[src/rtl/delay_ctrl_pkg.sv]
// Shared definitions for the echo-path delay-line sequencer.
package delay_ctrl_pkg;

    // Sequencer states
    typedef logic [1:0] state_t;
    localparam state_t IDLE   = 2'd0;
    localparam state_t SELECT = 2'd1;
    localparam state_t MIX    = 2'd2;
    localparam state_t SHIFT  = 2'd3;

    // Clamp limits for 16-bit signed audio samples
    localparam logic signed [15:0] SAMPLE_MAX = 16'sh7FFF;
    localparam logic signed [15:0] SAMPLE_MIN = 16'sh8000;

    // fb_shift code that disables feedback
    localparam logic [2:0] FB_OFF = 3'd7;

endpackage

[src/rtl/sat_add.sv]
// Signed saturating adder: sum formed in WIDTH+1 bits, clamped to the WIDTH range.
module sat_add #(
    parameter int WIDTH = 16
) (
    input  logic signed [WIDTH-1:0] a,
    input  logic signed [WIDTH-1:0] b,
    output logic signed [WIDTH-1:0] y
);

    localparam logic signed [WIDTH-1:0] MAX_VAL = {1'b0, {(WIDTH-1){1'b1}}};
    localparam logic signed [WIDTH-1:0] MIN_VAL = {1'b1, {(WIDTH-1){1'b0}}};

    logic [WIDTH:0] sum;

    // Extended sum; top two bits disagreeing means overflow in that direction
    always_comb begin
        sum = {a[WIDTH-1], a} + {b[WIDTH-1], b};
        if (sum[WIDTH] != sum[WIDTH-1]) begin
            y = sum[WIDTH] ? MIN_VAL : MAX_VAL;
        end else begin
            y = sum[WIDTH-1:0];
        end
    end

endmodule

[src/rtl/delay_line_ctrl.sv]
// Echo-path delay-line sequencer: per codec sample, selects a tap as the wet signal,
// produces the dry/wet mix and the saturated feedback sample, then pulses shift_en once.
// Optional macro DELAY_RAMP_EN: tap index slews by at most one step per sample.
module delay_line_ctrl
    import delay_ctrl_pkg::*;
#(
    parameter int WIDTH    = 16,
    parameter int NUM_TAPS = 64,
    parameter int IDX_W    = 6
) (
    input  logic                      clock,
    input  logic                      reset_n,
    input  logic                      sample_valid,
    input  logic [WIDTH-1:0]          sample_in,
    input  logic [IDX_W-1:0]          delay_sel,
    input  logic [2:0]                fb_shift,
    input  logic                      bypass,
    input  logic [NUM_TAPS*WIDTH-1:0] taps,
    output logic [WIDTH-1:0]          line_in,
    output logic                      shift_en,
    output logic [WIDTH-1:0]          sample_out,
    output logic                      out_valid,
    output logic                      busy,
    output logic                      overrun
);

    state_t                  state;
    logic signed [WIDTH-1:0] dry_r;
    logic signed [WIDTH-1:0] wet_r;
    logic signed [WIDTH-1:0] line_r;
    logic signed [WIDTH-1:0] out_r;
    logic                    overrun_r;
    logic [IDX_W-1:0]        read_idx;
    logic signed [WIDTH-1:0] tap_sel;
    logic signed [WIDTH-1:0] wet_half;
    logic signed [WIDTH-1:0] wet_fb;
    logic signed [WIDTH-1:0] mix_sum;
    logic signed [WIDTH-1:0] fb_sum;
    logic signed [WIDTH-1:0] out_n;
    logic signed [WIDTH-1:0] line_n;

`ifdef DELAY_RAMP_EN
    logic [IDX_W-1:0] cur_idx;

    // Tap read uses the current index; the index then steps one toward delay_sel
    always_ff @(posedge clock) begin
        if (!reset_n) begin
            cur_idx <= '0;
        end else if (state == SELECT) begin
            if (delay_sel > cur_idx) begin
                cur_idx <= cur_idx + 1'b1;
            end else if (delay_sel < cur_idx) begin
                cur_idx <= cur_idx - 1'b1;
            end
        end
    end

    assign read_idx = cur_idx;
`else
    // Without ramping the index simply follows delay_sel at tap-read time
    assign read_idx = delay_sel;
`endif

    assign tap_sel  = taps[read_idx*WIDTH +: WIDTH];
    assign wet_half = wet_r >>> 1;
    assign wet_fb   = wet_r >>> fb_shift;

    sat_add #(.WIDTH(WIDTH)) u_sat_out (
        .a (dry_r),
        .b (wet_half),
        .y (mix_sum)
    );

    sat_add #(.WIDTH(WIDTH)) u_sat_fb (
        .a (dry_r),
        .b (wet_fb),
        .y (fb_sum)
    );

    // Output and feedback selection; bypass keeps the line filling with clean signal
    always_comb begin
        out_n  = mix_sum;
        line_n = fb_sum;
        if (bypass) begin
            out_n  = dry_r;
            line_n = dry_r;
        end else if (fb_shift == FB_OFF) begin
            line_n = dry_r;
        end
    end

    // Sequencer FSM and datapath registers; samples arriving while busy are dropped
    always_ff @(posedge clock) begin
        if (!reset_n) begin
            state     <= IDLE;
            dry_r     <= '0;
            wet_r     <= '0;
            line_r    <= '0;
            out_r     <= '0;
            overrun_r <= 1'b0;
        end else begin
            if (sample_valid && (state != IDLE)) begin
                overrun_r <= 1'b1;
            end
            case (state)
                IDLE: begin
                    if (sample_valid) begin
                        dry_r <= sample_in;
                        state <= SELECT;
                    end
                end
                SELECT: begin
                    wet_r <= tap_sel;
                    state <= MIX;
                end
                MIX: begin
                    out_r  <= out_n;
                    line_r <= line_n;
                    state  <= SHIFT;
                end
                default: begin
                    state <= IDLE;
                end
            endcase
        end
    end

    assign shift_en   = (state == SHIFT);
    assign out_valid  = (state == SHIFT);
    assign busy       = (state != IDLE);
    assign overrun    = overrun_r;
    assign line_in    = line_r;
    assign sample_out = out_r;

endmodule

[config.mk]
export PLATFORM = sky130hd
export DESIGN_NAME = delay_line_ctrl
export DESIGN_NICKNAME = d
export VERILOG_FILES = /design/src/rtl/delay_ctrl_pkg.sv /design/src/rtl/sat_add.sv /design/src/rtl/delay_line_ctrl.sv
export SDC_FILE = /design/constraint.sdc
export NUM_CORES = 1
export LEC_CHECK = 0
export ABC_AREA = 1
export CAP_MARGIN = 10
export CORE_AREA = 2 2 425 427
export CTS_CLUSTER_DIAMETER = 40
export DETAILED_ROUTE_END_ITERATION = 10
export DIE_AREA = 0 0 427 429
export SLEW_MARGIN = 20
export SYNTH_ARGS = -nofsm -noshare
export SYNTH_HDL_FRONTEND = slang
export SYNTH_SLANG_ARGS = --single-unit
[constraint.sdc]
create_clock -name clock -period 2.95 [get_ports clock]
set_input_delay 0.4425 -clock clock [delete_from_list [all_inputs] [get_ports clock]]
set_output_delay 0.4425 -clock clock [all_outputs]
set_load 0.01 [all_outputs]
**Yosys cells after proc, flatten, opt, wreduce, memory -nomap -nowiden**

Cells that the tools add are included.
Widths: inputs -> output; s select.

- Register bits after elaboration: 67
- Input bits: 1053
- Output and inout bits: 36
- Word-level logic and storage cells: 30

- Add/sub/neg operators: 2
- Equality and inequality tests: 7
- Shift operators: 2
- Mux-type cells: 9
- Reductions and logical operators: 4

Operator list:

| cell | count |
|---|---|
| $shiftx 1024x11->16 | 1 |
| $mux 16 | 7 |
| $add 16x15->17 | 1 |
| $add 16x16->17 | 1 |
| $sshr 16x3->16 | 1 |
| $pmux 2 s3 | 1 |
| $eq 2x2->1 const B | 2 |
| $eq 3x3->1 const B | 1 |
| $eq 2x1->1 const B | 1 |
| $logic_not 2->1 | 1 |
| $mux 2 | 1 |
| $ne 1x1->1 | 2 |
| $ne 2x2->1 const B | 1 |
| $reduce_and 2->1 | 1 |
| $reduce_bool 2->1 | 1 |
| $logic_and 1x1->1 | 1 |

**Longest topological paths before layout**

- Depth after elaboration: 6
- Depth in mapped cells: 24
- Mapped depth without buffers: 23

**Cells and area by module**

A second synthesis with hierarchy kept.

- Cells, all modules: 3190
- Area, all modules: 15736.3 um^2

By module, submodules not included:

| module | times used | cells each | area an instance (um^2) | seq. area each (um^2) |
|---|---|---|---|---|
| delay_line_ctrl | 1 | 2802 | 13691.9 | 1341.3 |
| sat_add | 2 | 194 | 1022.2 | 0.0 |

**Least setup slack after synthesis**

OpenSTA, ideal clock, no wires.

- Kind: input port to flip-flop
- Start: in fb_shift[1]
- End: reg out_r[4], in the netlist sample_out[4]
- Setup time: 0.132 ns
- Data arrival time: 2.835 ns
- Data required time: 2.818 ns
- Setup slack: -0.018 ns
- Stages on the path: 20
- Path buffers: 2
- Cell sequence: inv_1 clkbuf_1 o21ai_0 mux2i_1 ha_1 inv_1 fa_1 inv_1 nand2_1 nand2_1 nand3_1 nand2_1 nand2_1 nand3_1 nand2_1 a21oi_2 buf_4 nand2_1 nand2_1 a21oi_1

RTL lines:

| what | line | RTL |
|---|---|---|
| start: declaration | delay_line_ctrl.sv:16 | `input logic [2:0] fb_shift,` |
| end signal: assignment | delay_line_ctrl.sv:117 | `out_r <= out_n;` |
| end: declaration | delay_line_ctrl.sv:31 | `logic signed [WIDTH-1:0] out_r;` |

**Worst setup path after layout**

- Start: in fb_shift[0]
- End: reg line_r[12], in the netlist line_in[12]

- Longest elaborated chain between the ends: 6
- Elaborated cells on any way between the ends: 8
- Classes of those cells: add/sub: 1; eq/ne: 2; shift: 1; mux: 4

Ends and longest elaborated chain:

| what | line | RTL |
|---|---|---|
| $sshr 16x3->16 | delay_line_ctrl.sv:66 | `assign wet_fb = wet_r >>> fb_shift;` |
| $add 16x16->17 | sat_add.sv:17 | `sum = {a[WIDTH-1], a} + {b[WIDTH-1], b};` |
| $mux 16 or $ne 1x1->1 (tied branches) | sat_add.sv:19, sat_add.sv:18 |  |
| $mux 16 | sat_add.sv:18 | `if (sum[WIDTH] != sum[WIDTH-1]) begin` |
| $mux 16 * | delay_line_ctrl.sv:87 | `end else if (fb_shift == FB_OFF) begin` |
| $mux 16 * | delay_line_ctrl.sv:84 | `if (bypass) begin` |
| end signal: assignment | delay_line_ctrl.sv:118 | `line_r <= line_n;` |
| end: declaration | delay_line_ctrl.sv:30 | `logic signed [WIDTH-1:0] line_r;` |

Every way passes the cells marked *; elsewhere a longest branch is shown, timed or not.
A chain may end at the register's enable or synchronous reset.

==> metrics <==
crit end category flip-flop; post-synthesis mux area share less than 1%; CTS root buf clkbuf_16; Worst EP arrival between 3 and 4 ns; Area growth syn-to-layout 108.3%; mapped cell area ~0.015 mm²; hold-fix buffers at CTS 0; Clock transition at path regs 0.06 ns; fin area 0.03036 mm²; Port Buf Inserts approximately 1,100; power density over cell area approximately 360 mW/mm²; Hold/Removal Path Class reg -> reg; initial antenna violation count between 90 and 100; Starting Density 8.188%; Max-Cap Viols 0; number of CTS-inserted buffers 9; Overflow after GRT 0; Remaining DRCs 0; Final Util around 17%; largest net degree at the start of global routing between 80 and 90; FMAX between 300 and 400 MHz; clk_skew around 0.0083 ns; DP HPWL between 100,000 and 150,000 µm; Skew-Pair Late Insertion Delay roughly 0.35 ns; largest family of logic cells by synthesized area simple AND/OR/NAND/NOR gates; Post-DP Area around 0.030 mm²; max_slew headroom between 50% and 60%; drt first pass iters 6; I/O pin count around 1,100; H-tree levels 3; Crit Path Max Fanout 7; vias in the first global route between 20,000 and 30,000; Clock Tree Buf Depth 2; Final Slew Violations 0; post-route setup slack 0.1207 ns; Final nets 5,100; vias post-DR ~26,000; syn_nets roughly 4,000; Avg WL per Cell around 26 µm; via/cell ratio 4.058; Sequential cell area 0.001343 mm²; critical path launch point type input port; Die Span Y between 400 and 500 µm; initial DRC count 2,207; Tmin final between 2 and 3 ns; Avg Cell Area, Syn between 5 and 6 µm²; Die Area 0.1832 mm²; Die Wd between 400 and 500 µm; Post-Synth XOR/XNOR Area roughly 1.1%; Final ANT Viol Nets 0; core footprint approximately 0.18 mm²; Setup CP Type in -> reg; CTS tree built; Synth Instances ~2,900; Unique masters post-synth 33; simple-gate share of the synthesized area between 30% and 40%; Post-Synth Adder-Cell Area about 3.3%; final setup fails 0; Synthesis Warnings 0; run status complete, no violations; period utilisation layout between 90 and 100%; Fin. Hold Viols 0; Multi-input gate area ~0.012 mm²; share of cells above drive strength 1 under 10%; Clock Sinks 67; routability cong. between 1 and 1.5; Pleak about 12 nW; sequential fraction of the synthesis area a little under a tenth; Synth Register Bits between 60 and 70; row count around 160; GRT Util Overall 16.76%; compound-cell area share of the yosys netlist a little over a third; Slew @ Worst Pin between 0.6 and 0.7 ns; layout filler cell count a little over 20,000; peak supply drop between 0.2 and 0.3 mV; Required @ worst endpoint around 3.2 ns; Setup WS pre-CTS -0.8933 ns; global-route wire length before repair 211,600 µm; Detailed Route WL around 160,000 µm
path summary, 6_finish.rpt:
path | to | cells after the start | slack (ns) | startpoint
hold / removal | sample_out[3] | 2 | 0.47 | sample_out[3]
setup / recovery | line_in[12] | 20 | 0.12 | fb_shift[0]
setup reg to reg | line_in[12] | 19 | 0.15 | wet_r[8]
hold reg to reg | sample_out[3] | 2 | 0.47 | sample_out[3]
synthesized netlist by cell type, drive strengths merged:
cell / n / share of area, %
a21o: 1 / 0.052
a21oi: 126 / 4.4
a221oi: 1 / 0.060
and2: 3 / 0.13
buf: 125 / 5.0
clkbuf: 130 / 3.3
dfxtp: 67 / 9.2
fa: 2 / 0.27
ha: 35 / 3.0
inv: 112 / 2.9
mux2i: 7 / 0.48
nand2: 688 / 18
nand3: 208 / 7.1
nand3b: 3 / 0.15
nand4: 1 / 0.043
nor2: 545 / 14
nor3: 2 / 0.069
o211ai: 1 / 0.052
o21ai: 568 / 20
o21bai: 5 / 0.26
o22ai: 256 / 11
or2: 2 / 0.086
xnor2: 7 / 0.42
xor2: 11 / 0.66
worst max-delay path, stage by stage:
cell	delay (ns)
buf_6	0.13
buf_12	0.14
buf_4	0.15
nand2_1	0.07
o21ai_2	0.06
mux2i_1	0.20
o21ai_0	0.12
buf_4	0.16
ha_4	0.29
nand2_2	0.07
nor2_1	0.17
and2_1	0.18
nand2_2	0.08
nand3_2	0.11
nand2_2	0.08
a21oi_4	0.23
clkbuf_16	0.19
nand2_1	0.05
nand2_1	0.05
a21oi_1	0.06
metrics by stage:
step                power [mW]  std cells  TNS [ns]  hold slack, ns
detailed placement       9.451       6344    -25.43          0.4680
CTS                      10.65       6363         0          0.4771
global route             11.75       6387  -0.09719          0.5040
global placement         9.461       6344    -24.83          0.4561
floorplan                4.936       2906         0          0.4680
finish                   10.97       6406         0          0.4712
cell families (layout without fill, tap and decap cells):
| logic type | after synthesis | in the layout |
|---|---|---|
| other | 0 | 37 |
| multiplexers | 7 | 7 |
| flip-flops | 67 | 67 |
| AND/OR/NAND/NOR | 1452 | 1452 |
| AO/OA/AOI/OAI | 958 | 958 |
| buffers and inverters | 367 | 1475 |
| adder cells (fa/ha/maj) | 37 | 37 |
| XOR/XNOR | 18 | 18 |
metal layers:
metal	wire, µm	part of all wire, %	up-vias	GRT usage, %
met5	103	0.063	-	0
met4	4314	2.6	18	4.075
met3	12210	7.5	219	3.206
met2	77690	48	1327	28.72
met1	69180	42	12302	21.37
li1	-	-	12132	-
cell type report:
type / count / area share [%]
multi-input combinational: 2472 / 39.17
clock buffer: 11 / 0.7996
sequential: 67 / 4.422
clock inverter: 4 / 0.1690
antenna: 37 / 0.3050
inverter: 112 / 1.521
tap: 2355 / 9.706
timing repair buffer: 1348 / 43.91
layout by cell type, fill, tap and decap left out, types with 11 or more instances in the layout:
master,Yosys,final
clkbuf_16,0,12
clkdlybuf4s50_1,0,1080
o21ai_2,0,11
a21oi_1,124,116
nand2_1,686,662
ha_1,35,28
nand3_1,208,205
o21ai_1,53,64
xor2_1,11,11
o21ai_0,515,493
nor2_1,545,542
diode_2,0,37
buf_4,8,223
nand2_2,2,23
buf_12,0,33
dfxtp_1,67,66
o22ai_1,256,256
inv_1,109,105
registers in the layout, summed over array words and instances, names as in the netlist:
signal	count
dry_r	16
overrun	1
wet_r	16
state	2
sample_out	16
line_in	16
report_power, final:
group          leakage, nW  switching (mW)  internal, mW  total (mW)
clock network        0.142           0.430         0.673        1.10
logic                 11.0            4.47          3.87        8.34
registers            0.549           0.338          1.19        1.53
timing repair:
action / 4_1_cts / 5_1_grt
gates resized for setup: 25 / 82
pin swaps: 2 / 21
gates cloned: 1 / 3
setup endpoints to repair: 32 / 32
buffers inserted: 3 / 3
No activity file was read; power rests on OpenSTA's default activity.
